$ cat src/rtl/pulser_burst_if.sv
// pulser_burst_if: sequencer-side inputs and HV pulser IC pins of pulser_burst
// master: drives trigger, runtime config, feedback, abort and error clear
// slave : drives the pulser IC pins, busy/done strobes, error flag and pulse index
interface pulser_burst_if #(
  parameter int CNT_W   = 12,
  parameter int BURST_W = 8
);
  logic               trigger;
  logic [CNT_W-1:0]   high_cycles;
  logic [CNT_W-1:0]   low_cycles;
  logic [BURST_W-1:0] burst_len;
  logic               out_pulse_measure;
  logic               abort;
  logic               reset_all_errors;
  logic               pulser_enable_out;
  logic               pulser_set_out;
  logic               pulse_control_out;
  logic               busy;
  logic               burst_done;
  logic               pulser_ic_error;
  logic [BURST_W-1:0] pulse_index;
  modport master (
    output trigger, high_cycles, low_cycles, burst_len, out_pulse_measure, abort, reset_all_errors,
    input  pulser_enable_out, pulser_set_out, pulse_control_out, busy, burst_done, pulser_ic_error, pulse_index
  );
  modport slave (
    input  trigger, high_cycles, low_cycles, burst_len, out_pulse_measure, abort, reset_all_errors,
    output pulser_enable_out, pulser_set_out, pulse_control_out, busy, burst_done, pulser_ic_error, pulse_index
  );
endinterface

$ cat src/rtl/pulser_burst.sv
// pulser_burst: trigger-edge fired burst of N HV pulses with per-pulse output-stage feedback check
// clk, reset_n (async, active-low) plain ports; all other signals through pulser_burst_if.slave:
//   in : trigger, high_cycles, low_cycles, burst_len, out_pulse_measure, abort, reset_all_errors
//   out: pulser_enable_out, pulser_set_out, pulse_control_out, busy, burst_done, pulser_ic_error, pulse_index
module pulser_burst #(
  parameter int CNT_W       = 12,
  parameter int BURST_W     = 8,
  parameter int VALIDATE_EN = 1,
  parameter int VALIDATE_AT = 2
) (
  input logic          clk,
  input logic          reset_n,
  pulser_burst_if.slave bus
);
  localparam logic [1:0] IDLE = 2'd0, HIGH = 2'd1, LOW = 2'd2;
  localparam logic [CNT_W-1:0] VAT = CNT_W'(VALIDATE_AT);
  logic [1:0]         state;
  logic               trig_d, trig_dd, trig_edge;
  logic               en_r, set_r, pco, busy_r, done_r, err;
  logic [CNT_W-1:0]   cnt, h_l, l_l, chk;
  logic [BURST_W-1:0] n_l, idx;
  logic               accept, fail, kill, last_pulse;
  // feedback is sampled at VALIDATE_AT, or on the final high cycle for shorter pulses
  assign chk        = h_l < VAT ? h_l : VAT;
  assign accept     = trig_edge && state == IDLE && !err;
  // abort outranks a feedback failure, so an aborted pulse never raises the error
  assign fail       = VALIDATE_EN != 0 && state == HIGH && cnt == chk && !bus.out_pulse_measure && !bus.abort;
  assign kill       = (bus.abort && state != IDLE) || fail;
  assign last_pulse = idx == n_l - 1'b1;
  always_ff @(posedge clk or negedge reset_n) begin
    if (!reset_n) begin
      state     <= IDLE;
      trig_d    <= 1'b0;
      trig_dd   <= 1'b0;
      trig_edge <= 1'b0;
      en_r      <= 1'b0;
      set_r     <= 1'b0;
      pco       <= 1'b0;
      busy_r    <= 1'b0;
      done_r    <= 1'b0;
      err       <= 1'b0;
      cnt       <= '0;
      h_l       <= '0;
      l_l       <= '0;
      n_l       <= '0;
      idx       <= '0;
    end else begin
      trig_d    <= bus.trigger;
      trig_dd   <= trig_d;
      trig_edge <= trig_d & ~trig_dd;
      en_r      <= 1'b1;
      set_r     <= 1'b1;
      done_r    <= 1'b0;
      err       <= fail ? 1'b1 : bus.reset_all_errors ? 1'b0 : err;
      if (kill) begin
        state  <= IDLE;
        pco    <= 1'b0;
        busy_r <= 1'b0;
      end else if (state == IDLE) begin
        if (accept) begin
          state  <= HIGH;
          pco    <= 1'b1;
          busy_r <= 1'b1;
          idx    <= '0;
          cnt    <= CNT_W'(1);
          h_l    <= bus.high_cycles == '0 ? CNT_W'(1) : bus.high_cycles;
          l_l    <= bus.low_cycles == '0 ? CNT_W'(1) : bus.low_cycles;
          n_l    <= bus.burst_len == '0 ? BURST_W'(1) : bus.burst_len;
        end
      end else if (state == HIGH) begin
        if (cnt == h_l) begin
          state <= LOW;
          pco   <= 1'b0;
          cnt   <= CNT_W'(1);
        end else begin
          cnt <= cnt + 1'b1;
        end
      end else if (cnt == l_l) begin
        if (last_pulse) begin
          state  <= IDLE;
          busy_r <= 1'b0;
          done_r <= 1'b1;
        end else begin
          state <= HIGH;
          pco   <= 1'b1;
          idx   <= idx + 1'b1;
          cnt   <= CNT_W'(1);
        end
      end else begin
        cnt <= cnt + 1'b1;
      end
    end
  end
  assign bus.pulser_enable_out = en_r & ~err;
  assign bus.pulser_set_out    = set_r;
  assign bus.pulse_control_out = pco;
  assign bus.busy              = busy_r;
  assign bus.burst_done        = done_r;
  assign bus.pulser_ic_error   = err;
  assign bus.pulse_index       = idx;
endmodule

$ cat src/flat_wrapper.sv
// flat-port wrapper written by rule: the top's interface ports become plain ports
module pulser_burst_flat 
#(
  parameter int CNT_W       = 12,
  parameter int BURST_W     = 8,
  parameter int VALIDATE_EN = 1,
  parameter int VALIDATE_AT = 2
)
  (clk, reset_n, bus_trigger, bus_high_cycles, bus_low_cycles, bus_burst_len, bus_out_pulse_measure, bus_abort, bus_reset_all_errors, bus_pulser_enable_out, bus_pulser_set_out, bus_pulse_control_out, bus_busy, bus_burst_done, bus_pulser_ic_error, bus_pulse_index);
  pulser_burst_if #(.CNT_W(CNT_W), .BURST_W(BURST_W)) bus_i ();
  input logic clk;
  input logic reset_n;
  input wire logic [$bits(bus_i.trigger)-1:0] bus_trigger;
  input wire logic [$bits(bus_i.high_cycles)-1:0] bus_high_cycles;
  input wire logic [$bits(bus_i.low_cycles)-1:0] bus_low_cycles;
  input wire logic [$bits(bus_i.burst_len)-1:0] bus_burst_len;
  input wire logic [$bits(bus_i.out_pulse_measure)-1:0] bus_out_pulse_measure;
  input wire logic [$bits(bus_i.abort)-1:0] bus_abort;
  input wire logic [$bits(bus_i.reset_all_errors)-1:0] bus_reset_all_errors;
  output wire logic [$bits(bus_i.pulser_enable_out)-1:0] bus_pulser_enable_out;
  output wire logic [$bits(bus_i.pulser_set_out)-1:0] bus_pulser_set_out;
  output wire logic [$bits(bus_i.pulse_control_out)-1:0] bus_pulse_control_out;
  output wire logic [$bits(bus_i.busy)-1:0] bus_busy;
  output wire logic [$bits(bus_i.burst_done)-1:0] bus_burst_done;
  output wire logic [$bits(bus_i.pulser_ic_error)-1:0] bus_pulser_ic_error;
  output wire logic [$bits(bus_i.pulse_index)-1:0] bus_pulse_index;
  assign bus_i.trigger = bus_trigger;
  assign bus_i.high_cycles = bus_high_cycles;
  assign bus_i.low_cycles = bus_low_cycles;
  assign bus_i.burst_len = bus_burst_len;
  assign bus_i.out_pulse_measure = bus_out_pulse_measure;
  assign bus_i.abort = bus_abort;
  assign bus_i.reset_all_errors = bus_reset_all_errors;
  assign bus_pulser_enable_out = bus_i.pulser_enable_out;
  assign bus_pulser_set_out = bus_i.pulser_set_out;
  assign bus_pulse_control_out = bus_i.pulse_control_out;
  assign bus_busy = bus_i.busy;
  assign bus_burst_done = bus_i.burst_done;
  assign bus_pulser_ic_error = bus_i.pulser_ic_error;
  assign bus_pulse_index = bus_i.pulse_index;
  pulser_burst #(.CNT_W(CNT_W), .BURST_W(BURST_W), .VALIDATE_EN(VALIDATE_EN), .VALIDATE_AT(VALIDATE_AT)) u_core (.clk(clk), .reset_n(reset_n), .bus(bus_i));
endmodule
$ cat config.mk
export PLATFORM = sky130hd
export DESIGN_NAME = pulser_burst_flat
export DESIGN_NICKNAME = d
export VERILOG_FILES = /design/src/rtl/pulser_burst_if.sv /design/src/rtl/pulser_burst.sv /design/src/flat_wrapper.sv
export SDC_FILE = /design/constraint.sdc
export NUM_CORES = 1
export LEC_CHECK = 0
export ABC_AREA = 1
export CORE_MARGIN = 2
export CORE_UTILIZATION = 25
export CTS_CLUSTER_DIAMETER = 30
export DETAILED_ROUTE_END_ITERATION = 10
export HOLD_SLACK_MARGIN = 0.03
export PLACE_DENSITY = 0.44
export REMOVE_ABC_BUFFERS = 1
export SYNTH_ARGS = -nofsm -noshare
export SYNTH_HDL_FRONTEND = slang
export SYNTH_SLANG_ARGS = --single-unit
$ cat constraint.sdc
create_clock -name clk -period 1.7 [get_ports clk]
set_clock_uncertainty 0.05 [all_clocks]
set_input_delay 0.34 -clock clk [delete_from_list [all_inputs] [get_ports clk]]
set_output_delay 0.34 -clock clk [all_outputs]
set_load 0.005 [all_outputs]
==> impl_metrics.ini <==
[cells_and_area]
fin_util_pct = 40.4
fill_cells = 1684
drive_gt1_share_pct = 32.2
diodes = 0
area_delta_synth_final_pct = 58.7
nNetsFinal = 807

[yosys]
synth_top_family_by_area = simple AND/OR/NAND/NOR gates
synth-compound-area-share_pct = 6.34
postSynthCellCount = 595
synthFlopType = dfrtp_1
ys_async_sr_fraction_pct = 100
ys_ff_latch = 62
ys_seq_area_share_pct = 38.5
synth_edf_count = 0
yosysWarnings = 0
avgSynthCellArea_um2 = 6.77
yosys.area_share.adder_pct = 0.932
synth-xor-area-share_pct = 4.35
ys_types = 36
yosys.area_share.simple_pct = 40.9
netlist_area_um2 = 4030
synth.area.mux_share_pct = 0

[global_route]
antenna_found_initial = 0
use_met2_pct = 27.9
met1_usage_pct = 19.3
grt_pass1_wl_um = 20600
overflow = 0
grt_pass1_vias = 4146
busiest_layer = met2
grt_max_degree = 63
grt_usage_pct = 15.8
grt_use_met3_pct = 3.71

[power]
p_seq_share_pct = 25.7
power_frac_clock_pct = 17.9
fin_total_pwr_mw = 9.85
combPwrFrac_pct = 56.4
swShare_pct = 42.1
power.density_nw_per_um2 = 1540
vdd.ir_drop.worst_v = 0.000612
leakage_nw = 3.20
internal-power_mw = 5.70
p_sw_mw = 4.15

[cts]
numCtsBuffers = 9
htree_levels = 3
cts.sink_count = 62
clock_path_buffers = 2
cts_tree = built
clkTransAtPathRegs_ns = 0.05
insertion_delay_ns = 0.34
clockRootBuffer = clkbuf_16

[hold_path]
min_path_cells = 0
worstHoldEndpoint = u_core.trig_dd$_DFF_PN0_
holdCritPathClass = register to register
hp-start = u_core.trig_d$_DFF_PN0_

[route]
wl_per_cell_um = 12.8
ant_nets = 0
drc_errors = 0
vias = 4300
drt-total-wl_um = 12600
viasPerCell = 4.36
firstDrtPassIters = 4
drt_iter0_markers = 228

[placement]
port_buffers = 51
gp_congestion = 0.833
dp_hpwl_um = 9300

[worst_setup_path]
arrival_ns = 2.17
worst-setup-path-type = register to register
r2r-end = u_core.cnt[10]$_DFFE_PN0P_
critPathCaptureType = register
cp_max_fo = 7
cp-start-kind = register
reg2reg_depth = 15
worstPathRequired_ns = 1.87
r2r_setup_slack_ns = -0.30
rr_startpoint = u_core.n_l[0]$_DFFE_PN0P_

[sta]
setup_viol = 26
clock.fmax_ghz = 0.500
min_period_ns = 2.00
drv_slew = 0
hold_viol_final = 0
finalWorstSetupSlack_ns = -0.299
rsz0062_at_grt = true
period_share_pct = 118

[die]
io_pins = 52
die_area_um2 = 17100
initial_core_util_pct = 25.4
core-area_um2 = 15800
core.rowCount = 46
die_w_um = 131
die_h_um = 131

[run_status]
failed_checks = setup timing
status = finished with violations

[run]
maxCapViolations = 0
sequential cells by signal (all words and copies together), names as in the netlist, 2 cells and up:
signal and count:
u_core.l_l 12, u_core.h_l 12, u_core.n_l 8, u_core.state 2
u_core.cnt 12, u_core.bus.pulse_index 8
logic make-up (layout without fill, tap and decap cells):
| kind of cell | Yosys count | count (layout) |
|---|---|---|
| DFF | 62 | 62 |
| AOI/OAI and AO/OA | 47 | 47 |
| xor gates and xnor gates | 20 | 20 |
| other | 1 | 1 |
| adders and majority gates | 3 | 3 |
| buffers and inverters | 88 | 262 |
| and+or+nand+nor | 374 | 376 |
power by group through the flow:
| stage | Clock [mW] | Combinational, mW | Sequential (mW) |
|---|---|---|---|
| finish | 1.76 | 5.55 | 2.53 |
| global route | 1.90 | 6.17 | 2.61 |
| CTS | 1.82 | 5.10 | 2.52 |
| detailed placement | 0 | 4.43 | 2.51 |
| global placement | 0 | 4.38 | 2.50 |
| floorplan | 0 | 2.65 | 2.40 |
worst max-delay path, cell delays in order (launching register included):
cell	delay (ns)
dfrtp_1	0.39
inv_2	0.08
ha_4	0.21
nand2_2	0.05
inv_1	0.03
nor2_1	0.07
nand2_1	0.10
nor2_1	0.10
nand3_1	0.07
nor2_1	0.09
nand2_1	0.08
nor2_2	0.13
nand2_2	0.11
nand2_8	0.13
clkbuf_16	0.16
o21ai_2	0.05
cells in the final DEF, fill, tap and decap left out, types with 3 or more instances in the layout:
master,count
xnor2_2,6
nand2_2,34
dlygate4sd2_1,7
a21oi_1,5
buf_6,19
clkdlybuf4s50_1,41
clkbuf_1,4
xnor2_1,7
buf_12,4
nor2_2,14
nor3_1,5
o21ai_0,30
nand2_1,193
nand4_1,17
xor2_1,7
o21ai_2,6
nand3_2,5
nand3_1,24
inv_2,12
inv_1,61
clkbuf_8,3
nor2_1,47
nand2_4,8
nor4_1,7
dfrtp_2,9
clkbuf_16,10
nor2_4,7
dfrtp_1,53
buf_4,95
nand3_4,4
routing by layer:
layer  vias up  wire, um
met3         9       514
met5         -         0
li1       2207         -
met4         0       129
met1      2003      5650
met2        81      6350
synthesized netlist by cell type, drive strengths merged (3+ instances only):
master / number / area share [%]
a21oi: 7 / 0.87
ha: 3 / 0.93
o21ai: 38 / 5.1
nor4: 7 / 1.1
buf: 8 / 1.4
and2: 3 / 0.47
or2: 3 / 0.47
nor3: 6 / 0.75
nand3: 32 / 4.7
nand2: 235 / 23
clkbuf: 5 / 0.47
inv: 75 / 7.0
dfrtp: 62 / 39
xor2: 7 / 1.5
xnor2: 13 / 2.8
nand4: 17 / 2.6
nor2: 69 / 7.4
through the flow:
step                std cells  hold slack, ns  TNS, ns  cell area [um2]  setup slack [ns]
floorplan                 582        -0.00559   -21.34             3950            -0.769
global placement          931           0.310    -8.65             5370            -0.402
detailed placement        931           0.311    -8.29             5370            -0.420
CTS                       969           0.322    -4.25             6040            -0.288
global route              987           0.338    -8.39             6390            -0.474
finish                    987           0.319    -4.67             6390            -0.299
final cells by class:
type / instances / area, um2 / area share (%)
Multi-Input combinational cell: 447 / 2450 / 38.3
Sequential cell: 62 / 1560 / 24.4
Timing Repair Buffer: 171 / 1540 / 24.1
Inverter: 75 / 287 / 4.48
Clock buffer: 16 / 282 / 4.40
Tap cell: 216 / 270 / 4.23
worst max path at each step:
stage	from	endpoint	slack, ns	depth (start not counted)
after detailed placement	bus_abort	u_core.cnt[7]$_DFFE_PN0P_	-0.42	13
after global routing	u_core.n_l[1]$_DFFE_PN0P_	u_core.cnt[10]$_DFFE_PN0P_	-0.47	14
after CTS	u_core.n_l[1]$_DFFE_PN0P_	u_core.cnt[8]$_DFFE_PN0P_	-0.29	15
after global placement	bus_abort	u_core.cnt[3]$_DFFE_PN0P_	-0.40	13
after floorplan	u_core.state[1]$_DFFE_PN0P_	u_core.bus.pulse_index[0]$_DFFE_PN0P_	-0.77	8
final	u_core.n_l[0]$_DFFE_PN0P_	u_core.cnt[10]$_DFFE_PN0P_	-0.30	15
what timing repair did:
action / in CTS / in global routing
hold buffers: 1 / 0
setup buffers: 45 / 19
gates resized for setup: 74 / 58
endpoints found under the setup margin: 34 / 31
pin swaps: 21 / 34
hold endpoints to repair: 62 / 0
gates cloned: 2 / 1
No activity file was read; power rests on OpenSTA's default activity.
